**config.mk**
```make
export PLATFORM = sky130hd
export DESIGN_NAME = ldpc_dec_sched_flat
export DESIGN_NICKNAME = d
export VERILOG_FILES = /design/src/rtl/ldpc_sched_pkg.sv /design/src/rtl/ldpc_dec_sched_if.sv /design/src/rtl/ldpc_sched_wdog.sv /design/src/rtl/ldpc_dec_sched.sv /design/src/flat_wrapper.sv
export SDC_FILE = /design/constraint.sdc
export NUM_CORES = 1
export LEC_CHECK = 0
export BUFFER_PORTS_ARGS = -buffer_cell sky130_fd_sc_hd__buf_2
export CAP_MARGIN = 25
export CORE_UTILIZATION = 55
export CTS_CLUSTER_SIZE = 12
export DETAILED_ROUTE_END_ITERATION = 16
export PLACE_DENSITY = 0.86
export REMOVE_ABC_BUFFERS = 1
export SLEW_MARGIN = 20
export SYNTH_ARGS = -nofsm -noshare
export SYNTH_HDL_FRONTEND = slang
export SYNTH_SLANG_ARGS = --single-unit
```
**constraint.sdc**
```tcl
create_clock -name clk -period 4.65 [get_ports clk]
set_input_delay 1.395 -clock clk [delete_from_list [all_inputs] [get_ports clk]]
set_output_delay 1.395 -clock clk [all_outputs]
set_load 0.01 [all_outputs]
```
**src/rtl/ldpc_sched_pkg.sv**
```systemverilog
// Shared types and constants for the LDPC decoder frame scheduler.
package ldpc_sched_pkg;
    localparam int cBEATS = 288;
    localparam int cBEAT_W = $clog2(cBEATS);
    localparam int cCNT_W = 16;
    localparam int cRST_PULSE = 4;

    typedef enum logic [1:0] {IDLE, FEED, DROP} state_t;

    function automatic logic [cCNT_W-1:0] sat_inc(
        input logic [cCNT_W-1:0] v,
        input logic en
    );
        return (en && v != '1) ? v + cCNT_W'(1) : v;
    endfunction
endpackage

```
**src/rtl/ldpc_dec_sched_if.sv**
```systemverilog
// Scheduler-to-decoder port bundle; master is the scheduler,
// slave is the LDPC decoder.
interface ldpc_dec_sched_if #(
    parameter int pLLR_W = 5,
    parameter int pLLR_NUM = 8,
    parameter int pTAG_W = 4
);
    logic                       dec_ival;
    logic                       dec_isop;
    logic                       dec_ieop;
    logic [pLLR_W*pLLR_NUM-1:0] dec_iLLR;
    logic [pTAG_W-1:0]          dec_itag;
    logic [7:0]                 dec_iNiter;
    logic                       dec_rst_n;
    logic                       dec_ordy;
    logic                       dec_oeop;
    logic [pTAG_W-1:0]          dec_otag;
    logic                       dec_odecfail;

    modport master (
        output dec_ival, dec_isop, dec_ieop, dec_iLLR,
        output dec_itag, dec_iNiter, dec_rst_n,
        input  dec_ordy, dec_oeop, dec_otag, dec_odecfail
    );

    modport slave (
        input  dec_ival, dec_isop, dec_ieop, dec_iLLR,
        input  dec_itag, dec_iNiter, dec_rst_n,
        output dec_ordy, dec_oeop, dec_otag, dec_odecfail
    );
endinterface

```
**src/rtl/ldpc_sched_wdog.sv**
```systemverilog
// Decoder watchdog: counts while frames are in flight, fires after
// pTIMEOUT idle cycles and stretches a soft-reset pulse.
module ldpc_sched_wdog
    import ldpc_sched_pkg::*;
#(
    parameter int pTIMEOUT = 65535
) (
    input  logic clk,
    input  logic rst,
    input  logic active,
    input  logic kick,
    output logic fire,
    output logic rst_n
);
    localparam int cW = $clog2(pTIMEOUT + 1);
    localparam int cPW = $clog2(cRST_PULSE + 1);

    logic [cW-1:0]  cnt;
    logic [cPW-1:0] pulse;

    assign fire = active && !kick && (cnt == cW'(pTIMEOUT - 1));
    assign rst_n = (pulse == '0);

    always_ff @(posedge clk) begin
        if (!rst) begin
            cnt <= '0;
            pulse <= '0;
        end else begin
            if (!active || kick || fire)
                cnt <= '0;
            else
                cnt <= cnt + cW'(1);
            if (fire)
                pulse <= cPW'(cRST_PULSE);
            else if (pulse != '0)
                pulse <= pulse - cPW'(1);
        end
    end
endmodule

```
**src/rtl/ldpc_dec_sched.sv**
```systemverilog
// Whole-codeword admission scheduler in front of ldpc_dec.
// LDPC_SCHED_ADAPTIVE_NITER_EN: pick reduced iterations when FIFO is full.
module ldpc_dec_sched
    import ldpc_sched_pkg::*;
#(
    parameter int pBEATS = cBEATS,
    parameter int pLLR_W = 5,
    parameter int pLLR_NUM = 8,
    parameter int pTAG_W = 4,
    parameter int pMAX_INFL = 2,
    parameter int pTIMEOUT = 65535,
    parameter int pLVL_W = 10
) (
    input  logic                       clk,
    input  logic                       rst,
    input  logic                       ival,
    input  logic                       isop,
    input  logic                       ieof,
    input  logic [pLLR_W*pLLR_NUM-1:0] iLLR,
    ldpc_dec_sched_if.master           dec,
    input  logic [7:0]                 cfg_niter_max,
    input  logic [7:0]                 cfg_niter_min,
    input  logic [pLVL_W-1:0]          cfg_lvl_hi,
    input  logic [pLVL_W-1:0]          fifo_level,
    output logic [cCNT_W-1:0]          cnt_ok,
    output logic [cCNT_W-1:0]          cnt_fail,
    output logic [cCNT_W-1:0]          cnt_drop,
    output logic                       evt_err
);
    localparam int cINF_W = $clog2(pMAX_INFL + 1);

    state_t              state, state_n;
    logic [cBEAT_W-1:0]  beat_cnt, beat_cnt_n;
    logic [cINF_W-1:0]   infl;
    logic [pTAG_W-1:0]   tag_q, exp_tag;
    logic fwd, sop, eop, admit, drop_inc, short_err;
    logic frame_end, decide, last, fire, wd_rst_n;
    logic done, tag_err;

    assign done = dec.dec_oeop && (infl != '0);
    assign tag_err = dec.dec_oeop && (dec.dec_otag != exp_tag);
    assign dec.dec_rst_n = wd_rst_n;

`ifdef LDPC_SCHED_ADAPTIVE_NITER_EN
    logic [7:0] niter_sel;
    assign niter_sel = (fifo_level >= cfg_lvl_hi) ? cfg_niter_min
                                                  : cfg_niter_max;
`else
    logic unused_cfg;
    assign unused_cfg = ^{cfg_niter_min, cfg_lvl_hi, fifo_level};
`endif

    ldpc_sched_wdog #(.pTIMEOUT(pTIMEOUT)) u_wdog (
        .clk    (clk),
        .rst    (rst),
        .active (infl != '0),
        .kick   (dec.dec_oeop),
        .fire   (fire),
        .rst_n  (wd_rst_n)
    );

    always_comb begin
        state_n = state;
        beat_cnt_n = beat_cnt;
        fwd = 1'b0;
        sop = 1'b0;
        eop = 1'b0;
        admit = 1'b0;
        drop_inc = 1'b0;
        short_err = 1'b0;
        frame_end = 1'b0;
        decide = 1'b0;
        last = (beat_cnt == cBEAT_W'(pBEATS - 1));
        unique case (state)
            IDLE: decide = ival && isop;
            FEED: if (ival) begin
                fwd = 1'b1;
                beat_cnt_n = beat_cnt + cBEAT_W'(1);
                if (last || ieof) begin
                    eop = 1'b1;
                    frame_end = 1'b1;
                    short_err = !last;
                    state_n = IDLE;
                end
            end
            DROP: if (ival) begin
                beat_cnt_n = beat_cnt + cBEAT_W'(1);
                if (last || ieof) begin
                    state_n = IDLE;
                    decide = isop;
                end
            end
            default: state_n = IDLE;
        endcase
        if (decide) begin
            beat_cnt_n = cBEAT_W'(1);
            if (dec.dec_ordy && infl < cINF_W'(pMAX_INFL) && !fire) begin
                state_n = FEED;
                fwd = 1'b1;
                sop = 1'b1;
                admit = 1'b1;
            end else begin
                state_n = DROP;
                drop_inc = 1'b1;
            end
        end
        // the decoder is being flushed: abandon the frame being fed
        if (fire && state == FEED) begin
            state_n = DROP;
            fwd = 1'b0;
            eop = 1'b0;
            frame_end = 1'b0;
            short_err = 1'b0;
        end
    end

    always_ff @(posedge clk) begin
        if (!rst) begin
            state <= IDLE;
            beat_cnt <= '0;
            infl <= '0;
            tag_q <= '0;
            exp_tag <= '0;
            dec.dec_ival <= 1'b0;
            dec.dec_isop <= 1'b0;
            dec.dec_ieop <= 1'b0;
            dec.dec_iLLR <= '0;
            dec.dec_itag <= '0;
            dec.dec_iNiter <= cfg_niter_max;
            cnt_ok <= '0;
            cnt_fail <= '0;
            cnt_drop <= '0;
            evt_err <= 1'b0;
        end else begin
            state <= state_n;
            beat_cnt <= beat_cnt_n;
            dec.dec_ival <= fwd;
            dec.dec_isop <= sop;
            dec.dec_ieop <= eop;
            if (fwd)
                dec.dec_iLLR <= iLLR;
            dec.dec_itag <= tag_q;
            if (frame_end)
                tag_q <= tag_q + pTAG_W'(1);
`ifdef LDPC_SCHED_ADAPTIVE_NITER_EN
            if (admit)
                dec.dec_iNiter <= niter_sel;
`else
            dec.dec_iNiter <= cfg_niter_max;
`endif
            if (fire)
                infl <= '0;
            else if (frame_end && !done)
                infl <= infl + cINF_W'(1);
            else if (!frame_end && done)
                infl <= infl - cINF_W'(1);
            // a matching tag and a resync both land on otag+1
            if (fire)
                exp_tag <= dec.dec_itag;
            else if (dec.dec_oeop)
                exp_tag <= dec.dec_otag + pTAG_W'(1);
            cnt_ok <= sat_inc(cnt_ok, dec.dec_oeop && !dec.dec_odecfail);
            cnt_fail <= sat_inc(cnt_fail, dec.dec_oeop && dec.dec_odecfail);
            cnt_drop <= sat_inc(cnt_drop, drop_inc);
            evt_err <= short_err || tag_err || fire;
        end
    end
endmodule

```
**src/flat_wrapper.sv**
```systemverilog
// flat-port wrapper written by rule: the top's interface ports become plain ports
module ldpc_dec_sched_flat import ldpc_sched_pkg::*;
#(
    parameter int pBEATS = cBEATS,
    parameter int pLLR_W = 5,
    parameter int pLLR_NUM = 8,
    parameter int pTAG_W = 4,
    parameter int pMAX_INFL = 2,
    parameter int pTIMEOUT = 65535,
    parameter int pLVL_W = 10
)
  (clk, rst, ival, isop, ieof, iLLR, cfg_niter_max, cfg_niter_min, cfg_lvl_hi, fifo_level, cnt_ok, cnt_fail, cnt_drop, evt_err, dec_dec_ival, dec_dec_isop, dec_dec_ieop, dec_dec_iLLR, dec_dec_itag, dec_dec_iNiter, dec_dec_rst_n, dec_dec_ordy, dec_dec_oeop, dec_dec_otag, dec_dec_odecfail);
  ldpc_dec_sched_if #(.pLLR_W(pLLR_W), .pLLR_NUM(pLLR_NUM), .pTAG_W(pTAG_W)) dec_i ();
  input  logic clk;
  input  logic rst;
  input  logic ival;
  input  logic isop;
  input  logic ieof;
  input  logic [pLLR_W*pLLR_NUM-1:0] iLLR;
  input  logic [7:0] cfg_niter_max;
  input  logic [7:0] cfg_niter_min;
  input  logic [pLVL_W-1:0] cfg_lvl_hi;
  input  logic [pLVL_W-1:0] fifo_level;
  output logic [cCNT_W-1:0] cnt_ok;
  output logic [cCNT_W-1:0] cnt_fail;
  output logic [cCNT_W-1:0] cnt_drop;
  output logic evt_err;
  output wire logic [$bits(dec_i.dec_ival)-1:0] dec_dec_ival;
  output wire logic [$bits(dec_i.dec_isop)-1:0] dec_dec_isop;
  output wire logic [$bits(dec_i.dec_ieop)-1:0] dec_dec_ieop;
  output wire logic [$bits(dec_i.dec_iLLR)-1:0] dec_dec_iLLR;
  output wire logic [$bits(dec_i.dec_itag)-1:0] dec_dec_itag;
  output wire logic [$bits(dec_i.dec_iNiter)-1:0] dec_dec_iNiter;
  output wire logic [$bits(dec_i.dec_rst_n)-1:0] dec_dec_rst_n;
  input wire logic [$bits(dec_i.dec_ordy)-1:0] dec_dec_ordy;
  input wire logic [$bits(dec_i.dec_oeop)-1:0] dec_dec_oeop;
  input wire logic [$bits(dec_i.dec_otag)-1:0] dec_dec_otag;
  input wire logic [$bits(dec_i.dec_odecfail)-1:0] dec_dec_odecfail;
  assign dec_dec_ival = dec_i.dec_ival;
  assign dec_dec_isop = dec_i.dec_isop;
  assign dec_dec_ieop = dec_i.dec_ieop;
  assign dec_dec_iLLR = dec_i.dec_iLLR;
  assign dec_dec_itag = dec_i.dec_itag;
  assign dec_dec_iNiter = dec_i.dec_iNiter;
  assign dec_dec_rst_n = dec_i.dec_rst_n;
  assign dec_i.dec_ordy = dec_dec_ordy;
  assign dec_i.dec_oeop = dec_dec_oeop;
  assign dec_i.dec_otag = dec_dec_otag;
  assign dec_i.dec_odecfail = dec_dec_odecfail;
  ldpc_dec_sched #(.pBEATS(pBEATS), .pLLR_W(pLLR_W), .pLLR_NUM(pLLR_NUM), .pTAG_W(pTAG_W), .pMAX_INFL(pMAX_INFL), .pTIMEOUT(pTIMEOUT), .pLVL_W(pLVL_W)) u_core (.clk(clk), .rst(rst), .ival(ival), .isop(isop), .ieof(ieof), .iLLR(iLLR), .dec(dec_i), .cfg_niter_max(cfg_niter_max), .cfg_niter_min(cfg_niter_min), .cfg_lvl_hi(cfg_lvl_hi), .fifo_level(fifo_level), .cnt_ok(cnt_ok), .cnt_fail(cnt_fail), .cnt_drop(cnt_drop), .evt_err(evt_err));
endmodule
```
After elaboration in Yosys (flattened, before gate mapping)

Index checks and enable logic that the tools add are counted.
W data, S select, Z words.

Word-level logic and storage cells: 126
Output and inout bits: 105
Register bits after elaboration: 144

Add/subtract/negate cells: 10
Magnitude comparators: 1
Multiplexer cells: 34
Reductions and logical operators: 46
Bitwise gates (word level): 1
Equal/unequal tests: 14

Operators by type and width:

| kind                    | number |
|---|---|
| $add A16 B1 Y16 const B | 4 |
| $ne A16 B16 Y1 const B  | 3 |
| $mux W1                 | 21 |
| $eq A16 B16 Y1 const B  | 1 |
| $logic_and A1 B1 Y1     | 15 |
| $mux W2                 | 7 |
| $reduce_bool A2 Y1      | 6 |
| $reduce_or A2 Y1        | 5 |
| $add A9 B1 Y9 const B   | 1 |
| $eq A9 B9 Y1 const B    | 1 |
| $ne A3 B1 Y1 const B    | 3 |
| $add A4 B1 Y4 const B   | 2 |
| $mux W4                 | 2 |
| $ne A4 B1 Y1 const B    | 2 |
| $logic_not A1 Y1        | 7 |
| $mux W3                 | 2 |
| $reduce_and A2 Y1       | 3 |
| $reduce_and A3 Y1       | 2 |
| $logic_or A1 B1 Y1      | 5 |
| $ne A4 B4 Y1            | 1 |
| $pmux W2 S2             | 1 |
| $logic_not A3 Y1        | 1 |
| $reduce_bool A3 Y1      | 1 |
| $sub A3 B1 Y3 const B   | 1 |
| other kinds (9)         | 9 |

Logic depth before layout (Yosys ltp)

Depth after elaboration: 10
Gate-level depth with buffers: 12
Gate-level depth less buffers: 11

By module

Synthesis repeated with hierarchy kept, for this count alone.

Cell total of the unflattened synthesis: 720
Area total of the unflattened synthesis: 6,336.1 um2

Modules (own cells, without submodules):

| module          | cells an instance | instances | area each (um2) |
|---|---|---|---|
| ldpc_dec_sched  | 615               | 1         | 5,436.5 |
| ldpc_sched_wdog | 105               | 1         | 899.6 |

Worst setup path after synthesis

No wires, ideal clock.

Kind: input to register
Start: in ival
End: reg u_core.cnt_drop[2]
Arrival time: 2.767 ns
Path buffers: 3
Setup slack: 1.811 ns
Setup time: 0.072 ns
Stages: 7
Path through: clkbuf_1 > o211ai_1 > or2_1 > clkbuf_1 > buf_4 > nor4b_2 > mux2i_1

Word-level cells in the longest chain between the ends: 4
Elaborated cells between the ends (all ways): 5

RTL lines:

| element                                               | line                                       | RTL |
|---|---|---|
| start, declared                                       | flat_wrapper.sv:16                         | `input logic ival;` |
| $mux W1 / $logic_and A1 B1 Y1 (equally long branches) | ldpc_dec_sched.sv:86, ldpc_dec_sched.sv:75 |  |
| $pmux W1 S2 (*)                                       | ldpc_dec_sched.sv:74                       | `unique case (state)` |
| $mux W1 (*)                                           | ldpc_dec_sched.sv:95                       | `if (decide) begin` |
| $logic_and A1 B1 Y1 (*)                               | ldpc_sched_pkg.sv:14                       | `return (en && v != '1) ? v + cCNT_W'(1) : v;` |
| end signal, assigned                                  | ldpc_dec_sched.sv:164                      | `cnt_drop <= sat_inc(cnt_drop, drop_inc);` |
| end, declared                                         | ldpc_dec_sched.sv:27                       | `output logic [cCNT_W-1:0] cnt_drop,` |

Every way passes the cells marked *; elsewhere a longest branch is shown, timed or not.
A chain may end at the register's enable or synchronous reset.

Final worst setup path

Start: in dec_dec_oeop
End: reg u_core.infl[1]

Word-level cells in the longest chain between the ends: 8
Elaborated cells between the ends (all ways): 13

RTL lines:

| element                             | line                  | RTL |
|---|---|---|
| start, declared                     | flat_wrapper.sv:36    | `input wire logic [$bits(dec_i.dec_oeop)-1:0] dec_dec_oeop;` |
| $logic_not A1 Y1                    | ldpc_sched_wdog.sv:21 | `assign fire = active && !kick && (cnt == cW'(pTIMEOUT - 1));` |
| $logic_and A1 B1 Y1 (2 in a row)    | ldpc_sched_wdog.sv:21 |  |
| $logic_and A1 B1 Y1                 | ldpc_dec_sched.sv:108 | `if (fire && state == FEED) begin` |
| $mux W1                             | ldpc_dec_sched.sv:108 |  |
| $logic_not A1 Y1                    | ldpc_dec_sched.sv:155 | `else if (!frame_end && done)` |
| $logic_and A1 B1 Y1                 | ldpc_dec_sched.sv:155 |  |
| $reduce_bool A2 Y1 (no source line) | --                    |  |
| end signal, assigned                | ldpc_dec_sched.sv:154 | `infl <= infl + cINF_W'(1);` |
| end signal, assigned                | ldpc_dec_sched.sv:156 | `infl <= infl - cINF_W'(1);` |
| end, declared                       | ldpc_dec_sched.sv:34  | `logic [cINF_W-1:0] infl;` |

Parallel ways exist; a longest one is shown, timed or not.

==> out/metrics.cfg <==
[grt]
grt_pass1_vias=5415
busiest_layer=met2
grtUsageTotal=0.259
grtUsageMet2=0.428
met1_usage=0.321
grt_first_pass_wirelength_um=26000
use_met3=0.0505
overflow=0
grt_antenna_before_repair=0
grt_max_degree=71

[detailed_routing]
ant_nets=0
drc=0
wl_per_cell_um=14.8
vias_per_cell=5.64
drt-total-wl_um=15400
first_pass_iters=5
vias=5879
first_iter_violations=422

[placement]
dp_slack_ns=1.34
dp_hpwl_um=10300
port_buffers=164
gp_congestion=0.832
placed_cell_area_mm2=0.00737

[power_and_ir_drop]
power.total_mw=3.37
ir_drop_uv=325
leakage_nw=3.24
powerDensity_mw_per_mm2=421

[floorplanning]
fp.dieH_um=111
start_util=0.566
core-area_mm2=0.0115
rows=39
chipWidth_um=111
io_pins=193
die-area_mm2=0.0122

[cts]
cts_tree=done
htree_num_levels=4
numCtsBuffers=17
root_buffer=clkbuf_16
clkLatencyLatePin_ns=0.42
clockBufferDepth=2
cts_setup_buffers=0
clk_pin_slew_ns=0.06
ctsHoldBuffers=0
cts.sinks=144
cts_resized=0

[timing]
tns_ns=0
max-slew-margin-rel=0.335
post-route-period-util=0.626
finalWorstSetupSlack_ns=1.74
finalHoldViolCount=0
rsz0062_at_grt=no
max_freq_ghz=0.344
layout_min_cycle_time_ns=2.91
tightest_slew_ns=0.997
slew_viol_final=0
setup_viol=0
skew_ns=0.00732

[synth]
syn_area_per_cell_um2=8.78
synth.distinct_cells=59
dominantRegCellSynth=dfxtp_1
netlist.area_leader.share=0.444
synthesis.area_mm2=0.00649
yosysWarningCount=0
ys_seq_area_frac=0.444
synth_common_cells=dfxtp_1 (144), nand3_1 (70), nor2_1 (68), a21oi_1 (61), nand2_1 (46)
synth_async_sr_flop_share=0
synth_largest_area_cell=dfxtp_1
ys_seq_elements=144
synth_most_common_cell=dfxtp_1
synthCells=739
synth_edf_count=0
synth_area_leaders=dfxtp_1 (44%), nand3_1 (5.4%), a21oi_1 (4.7%)

[critical_path]
crit_slowest_cell=nor2_2
reg2reg_slack_ns=1.95
cp.required_ns=4.95
end_kind=register
timing.rr.start=u_core.u_wdog.cnt[0]$_SDFF_PP0_
r2r_cells=11
cp.arrival_ns=3.21
worstPathCellList=buf_2 > or2_2 > nor2_2 > nor2_1 > ha_1 > xor2_1 > nor2_1 > xnor2_1 > nor2_1
slowest_delay_ns=0.47
crit_fanout=14
startpoint_type=primary input
crit_top_cell=nor2_1
crit_start=dec_dec_oeop
r2r_end=u_core.infl[1]$_SDFFE_PP0P_
path_class=primary input to register
crit_end=u_core.infl[1]$_SDFFE_PP0P_

[cells_and_area]
drive_gt1_frac=0.258
fillCellCount=910
stdcell_area_mm2=0.00801
layout.nets=989
antenna_cells=0
area_delta_synth_final_pct=23.3

[job]
cap_violations=0

[outcome]
status=complete, no violations

[min_path]
min_path_cells=2
hold_class=register to register

-- worst min path at each step --
stage                              startpoint  slack (ns)                        endpoint
5_1_grt        u_core.exp_tag[2]$_SDFFE_PN0P_        0.49  u_core.exp_tag[2]$_SDFFE_PN0P_
4_1_cts        u_core.exp_tag[2]$_SDFFE_PN0P_        0.47  u_core.exp_tag[2]$_SDFFE_PN0P_
3_3_place_gp   u_core.exp_tag[3]$_SDFFE_PN0P_        0.45  u_core.exp_tag[3]$_SDFFE_PN0P_
6_report       u_core.exp_tag[2]$_SDFFE_PN0P_        0.47  u_core.exp_tag[2]$_SDFFE_PN0P_
2_1_floorplan  u_core.exp_tag[3]$_SDFFE_PN0P_        0.44  u_core.exp_tag[3]$_SDFFE_PN0P_
3_5_place_dp   u_core.exp_tag[2]$_SDFFE_PN0P_        0.46  u_core.exp_tag[2]$_SDFFE_PN0P_
-- layout make-up --
cell class                 instances  area (um2)  share of cell area
sequential                       144        2880               0.360
timing repair buffer             171         890               0.111
clock inverter                    15         203              0.0253
multi-input combinational        537        3370               0.421
tap                              143         179              0.0223
clock buffer                      17         425              0.0531
inverter                          15        56.3             0.00703
-- critical path: cells and delay by family --
kind,cells,cell delay (ns)
AND/OR/NAND/NOR,5,1.12
adder cells (fa/ha/maj),1,0.23
XOR/XNOR,2,0.29
buffers and inverters,1,0.17
-- metrics by stage --
| step | std cells | hold slack (ns) | utilization |
|---|---|---|---|
| finish | 1042 | 0.471 | 0.698 |
| global route | 1042 | 0.487 | 0.698 |
| CTS | 1041 | 0.468 | 0.697 |
| detailed placement | 1009 | 0.460 | 0.642 |
| global placement | 1009 | 0.453 | 0.642 |
| floorplan | 696 | 0.444 | - |
-- placed cells by master, fill, tap and decap left out, drive strengths merged, types with 19 or more instances in the layout --
cell,count
inv,21
nor2,70
xor2,33
a21oi,62
buf,171
nand2,46
o21ai,51
xnor2,19
dfxtp,144
nand3,71
-- registers in the layout (all words and copies together), names as in the netlist --
register,flops
u_core.evt_err,1
u_core.dec.dec_ieop,1
u_core.cnt_ok,16
u_core.cnt_drop,16
u_core.dec.dec_iLLR,40
u_core.infl,2
u_core.tag_q,4
u_core.dec.dec_iNiter,8
u_core.beat_cnt,9
u_core.dec.dec_ival,1
u_core.cnt_fail,16
u_core.state,2
u_core.dec.dec_isop,1
u_core.dec.dec_itag,4
u_core.u_wdog.pulse,3
u_core.exp_tag,4
u_core.u_wdog.cnt,16
-- layer usage --
layer,vias to the layer above,wire [um]
met1,2737,6640
met5,-,0
met3,41,626
met4,0,510
met2,170,7610
li1,2931,-
-- power breakdown --
group / internal [mW] / switching, mW / total, mW
clock: 0.904 / 0.546 / 1.45
combinational: 0.202 / 0.361 / 0.563
sequential: 1.31 / 0.0492 / 1.36
-- cells by family (layout without fill, tap and decap cells) --
| kind of cell | after synthesis | after routing | synth area share |
|---|---|---|---|
| buf+inv | 58 | 218 | 0.0378 |
| fa+ha+maj | 15 | 15 | 0.0289 |
| compound gates | 156 | 156 | 0.140 |
| mux | 15 | 15 | 0.0231 |
| flops | 144 | 144 | 0.444 |
| simple gates | 299 | 299 | 0.256 |
| xor+xnor | 52 | 52 | 0.0702 |
No activity file was read; power rests on OpenSTA's default activity.
